$ cat src/rtl/hazard_ctrl.sv
// Pipeline hazard controller: operand forwarding, load-use stall, branch flush,
// halt/single-step debug FSM and a saturating load-use stall counter.
module hazard_ctrl #(
    parameter int unsigned ADDR_W = 5,
    parameter int unsigned STEP_W = 8,
    parameter int unsigned PERF_W = 16
) (
    input  logic              clk,
    input  logic              rst,
    input  logic              debug_en,
    input  logic              debug_step,
    input  logic [STEP_W-1:0] debug_cnt,
    input  logic [ADDR_W-1:0] id_rs,
    input  logic [ADDR_W-1:0] id_rt,
    input  logic              id_rs_used,
    input  logic              id_rt_used,
    input  logic              exe_wen,
    input  logic [ADDR_W-1:0] exe_waddr,
    input  logic              exe_ren,
    input  logic              mem_wen,
    input  logic [ADDR_W-1:0] mem_waddr,
    input  logic              branch_taken,
    output logic [1:0]        fwd_a,
    output logic [1:0]        fwd_b,
    output logic              if_en,
    output logic              id_en,
    output logic              if_flush,
    output logic              id_flush,
    output logic              cpu_rst,
    output logic              cpu_en,
    output logic [1:0]        dbg_state,
    output logic [PERF_W-1:0] stall_cnt
);

    typedef enum logic [1:0] {
        ST_RUN  = 2'b00,
        ST_HALT = 2'b01,
        ST_STEP = 2'b10
    } dbg_state_t;

    dbg_state_t        state, state_next;
    logic [STEP_W-1:0] step_cnt, step_cnt_next;
    logic              debug_step_q;
    logic              step_edge;

    logic exe_match_a, exe_match_b, mem_match_a, mem_match_b;
    logic load_use;

    // Operand/stage match; register 0 never matches
    assign exe_match_a = id_rs_used && exe_wen && (exe_waddr == id_rs) && (id_rs != '0);
    assign exe_match_b = id_rt_used && exe_wen && (exe_waddr == id_rt) && (id_rt != '0);
    assign mem_match_a = id_rs_used && mem_wen && (mem_waddr == id_rs) && (id_rs != '0);
    assign mem_match_b = id_rt_used && mem_wen && (mem_waddr == id_rt) && (id_rt != '0);

    assign load_use  = exe_ren && (exe_match_a || exe_match_b);
    assign step_edge = debug_step && !debug_step_q;

    assign cpu_rst   = rst;
    assign cpu_en    = !rst && (state != ST_HALT);
    assign dbg_state = state;

    // Forwarding select, EXE result has priority over MEM result
    always_comb begin
        fwd_a = 2'b00;
        fwd_b = 2'b00;
        if (exe_match_a)      fwd_a = 2'b01;
        else if (mem_match_a) fwd_a = 2'b10;
        if (exe_match_b)      fwd_b = 2'b01;
        else if (mem_match_b) fwd_b = 2'b10;
    end

    // Pipeline enables/flushes; branch redirect overrides a load-use stall
    always_comb begin
        if_en    = 1'b0;
        id_en    = 1'b0;
        if_flush = 1'b0;
        id_flush = 1'b0;
        if (cpu_en) begin
            if (branch_taken) begin
                if_en    = 1'b1;
                id_en    = 1'b1;
                if_flush = 1'b1;
                id_flush = 1'b1;
            end else if (load_use) begin
                id_flush = 1'b1;
            end else begin
                if_en = 1'b1;
                id_en = 1'b1;
            end
        end
    end

    // Debug FSM state, step counter and step-request history
    always_ff @(posedge clk) begin
        if (rst) begin
            state        <= ST_RUN;
            step_cnt     <= '0;
            debug_step_q <= 1'b0;
        end else begin
            state        <= state_next;
            step_cnt     <= step_cnt_next;
            debug_step_q <= debug_step;
        end
    end

    // Debug FSM next state; leaving debug mode wins over step expiry
    always_comb begin
        state_next    = state;
        step_cnt_next = step_cnt;
        case (state)
            ST_RUN: begin
                step_cnt_next = '0;
                if (debug_en) state_next = ST_HALT;
            end
            ST_HALT: begin
                if (!debug_en) begin
                    state_next = ST_RUN;
                end else if (step_edge) begin
                    state_next    = ST_STEP;
                    step_cnt_next = (debug_cnt == '0) ? STEP_W'(1) : debug_cnt;
                end
            end
            ST_STEP: begin
                step_cnt_next = step_cnt - STEP_W'(1);
                if (!debug_en)                    state_next = ST_RUN;
                else if (step_cnt == STEP_W'(1))  state_next = ST_HALT;
            end
            default: begin
                state_next    = ST_RUN;
                step_cnt_next = '0;
            end
        endcase
    end

    // Saturating count of effective load-use stall cycles
    always_ff @(posedge clk) begin
        if (rst) begin
            stall_cnt <= '0;
        end else if (load_use && cpu_en && !branch_taken && (stall_cnt != '1)) begin
            stall_cnt <= stall_cnt + PERF_W'(1);
        end
    end

endmodule

$ cat config.mk
export PLATFORM = sky130hd
export DESIGN_NAME = hazard_ctrl
export DESIGN_NICKNAME = d
export VERILOG_FILES = /design/src/rtl/hazard_ctrl.sv
export SDC_FILE = /design/constraint.sdc
export NUM_CORES = 1
export LEC_CHECK = 0
export ABC_AREA = 1
export ABC_CLOCK_PERIOD_IN_PS = 4790
export BUFFER_PORTS_ARGS = -buffer_cell sky130_fd_sc_hd__clkbuf_2
export CORE_ASPECT_RATIO = 0.75
export CORE_UTILIZATION = 30
export CTS_BUF_LIST = sky130_fd_sc_hd__clkbuf_8
export CTS_CLUSTER_SIZE = 40
export DETAILED_ROUTE_END_ITERATION = 16
export GPL_TIMING_DRIVEN = 0
export PLACE_DENSITY = 0.6
export SYNTH_ARGS = -nofsm -noshare
export SYNTH_HDL_FRONTEND = slang
export SYNTH_SLANG_ARGS = --single-unit
$ cat constraint.sdc
create_clock -name clk -period 4.79 [get_ports clk]
set_input_delay 0.2395 -clock clk [delete_from_list [all_inputs] [get_ports clk]]
set_output_delay 0.2395 -clock clk [all_outputs]
set_load 0.05 [all_outputs]
==> qor.yml <==
outcome:
  status: "completed"
route:
  vias: 2384
  wl_per_cell_um: 11.0
  drt_iter0_drc: 96
  drcViolationCount: 0
  viasPerCell: 4.39
  drt_wl_total_um: 5980
  firstDrtPassIters: 4
  ant_nets: 0
clocking:
  clk_pin_slew_ns: 0.10
  cts_setup_buffers: 0
  clockRootBuffer: "clkbuf_8"
  tritoncts.num_buffers: 3
  hold_buffers: 0
  cts_tree: "done"
  ctsResizeCount: 0
  clock_path_buffers: 2
  clock-sinks: 27
  cts_max_level: 1
  clock_latency_ns: 0.27
worst_setup_path:
  crit_path_end_kind: "output port"
  worstSetupStartpointType: "flop"
  worstPathRequired_ns: 4.55
  arrival_ns: 2.05
  critical_path_class: "flop to output port"
  cp_max_fo: 5
logic_synthesis:
  ys_ff_latch: 27
  yosys_warnings: 0
  synthTopCellsByArea: "dfxtp_1 (24%), nand2_1 (17%), inv_1 (9.4%), nor2_1 (7.9%), xor2_1 (5.8%)"
  synthesis.nets: 418
  netlist-cell-type-count: 33
  synth_top_area_cell: "dfxtp_1"
  synthesis.area_mm2: 0.00228
  synth.top_cell.area_share: 0.237
  synth_seq_area_share: 0.237
  avgSynthCellArea_um2: 6.13
  netlist_instances: 373
cells_and_area:
  drive_gt1_frac: 0.253
  area_delta_synth_final_pct: 21.8
  diodes: 0
  nets: 488
sta:
  slew_violations: 0
  finalSetupViolCount: 0
  hold_violations: 0
  fin_setup_tns_ns: 0
  min_period_ns: 2.29
  finClkSkew_ns: 0.00126
  holdWs_ns: 0.173
  worst_pin_slew_ns: 0.516
  fin_crit_sh: 0.479
  layout_setup_ws_ns: 2.50
  rsz0062_at_grt: "no"
  relSlewSlack: 0.655
  fmax_ghz: 0.436
global_route:
  antenna_found_initial: 0
  grt_overflow: 0
  first_global_vias: 2197
  grt_usage: 0.154
  grt_pass1_wl_um: 9890
  grt_max_degree: 16
placed_design:
  gp_congestion: 0.863
  numPortBuffers: 65
  post-dp-hpwl_um: 4870
  pre_cts_ws_ns: 2.79
power_and_ir_drop:
  fin_total_pwr_mw: 0.783
  peakVddDrop_mv: 0.157
  p_leak_nw: 1.52
  cellPowerDensity_mw_per_mm2: 281
die:
  core_mm2: 0.00736
  pin_count: 66
  die_h_um: 77.6
  rows: 27
  initial_utilization: 0.310
  die_area_mm2: 0.00797
  die_w_um: 103
hold_path:
  min_path_type: "input pin to flop"
run:
  drv_cap: 0
==> placed cells by master (no fill, tap or decap), types with 7 or more instances in the layout <==
cell type,n
a21oi_1,20
clkbuf_2,65
dfxtp_1,27
ha_1,7
inv_1,57
nand2_1,104
nand3_1,15
nor2_1,48
nor2_2,15
o21ai_0,10
o22ai_1,7
xor2_1,15
==> kinds of logic after synthesis <==
group	Yosys count	synth area share
buffers and inverters	71	0.128
DFF	27	0.237
xor gates and xnor gates	18	0.0723
adders and majority gates	7	0.0383
and+or+nand+nor	207	0.420
AOI/OAI and AO/OA	43	0.105
==> flip-flops by register name, summed over array words and instances (netlist names) <==
name,cells
step_cnt,8
debug_step_q,1
stall_cnt,16
dbg_state,2
==> worst max-delay path, cell delays in order (launching register included) <==
cell and delay, ns:
dfxtp_1 0.41, inv_1 0.10, ha_1 0.27, nor2_2 0.29, inv_1 0.13, nor2_1 0.17, buf_4 0.13, clkbuf_2 0.26
==> area by class of cell <==
type / count / area, um2
Fill cell: 859 / 4580
Multi-Input combinational cell: 275 / 1450
Sequential cell: 27 / 541
Timing Repair Buffer: 65 / 325
Inverter: 64 / 240
Tap cell: 101 / 126
Buffer: 7 / 52.6
Clock buffer: 3 / 41.3
Clock inverter: 1 / 5.00
==> per-layer routing <==
layer,global-route usage,vias up,part of all wire
li1,-,1287,-
met2,0.247,61,0.44
met5,0,-,0
met4,0.0366,0,0.010
met1,0.221,1032,0.51
met3,0.0144,4,0.046
==> cells in the mapped netlist (all sizes together) <==
cell    instances
o211ai          1
inv            63
o21ai          11
buf             5
nand3          17
o21bai          1
a21oi          21
dfxtp          27
nand2         110
xnor2           2
nand4           7
xor2           16
o22ai           7
ha              7
clkbuf          2
nor2           67
a211oi          1
a221oi          1
clkinv          1
nor3            5
or2             1
==> path summary, 6_finish.rpt <==
check,from,to,slack [ns],cells after the start
worst min-delay path,debug_step,debug_step_q,0.17,3
worst max register to register,dbg_state[1],stall_cnt[14],2.85,9
worst min register to register,step_cnt[5],step_cnt[5],0.47,2
worst max-delay path,dbg_state[1],if_en,2.50,7
==> where the power goes <==
part	internal [mW]	leakage, nW	switching (mW)	total [mW]
Sequential	0.246	0.219	0.0219	0.268
Clock	0.0584	0.0255	0.0759	0.134
Combinational	0.121	1.27	0.260	0.380
Total	0.426	1.52	0.357	0.783
==> metrics by stage <==
step	area, um2	instances	util
after floorplan	2280	373	-
after global placement	2740	539	0.372
after detailed placement	2740	539	0.372
after CTS	2780	543	0.378
after global routing	2780	543	0.378
final	2780	543	0.378
(Power assumes the default switching activity.)
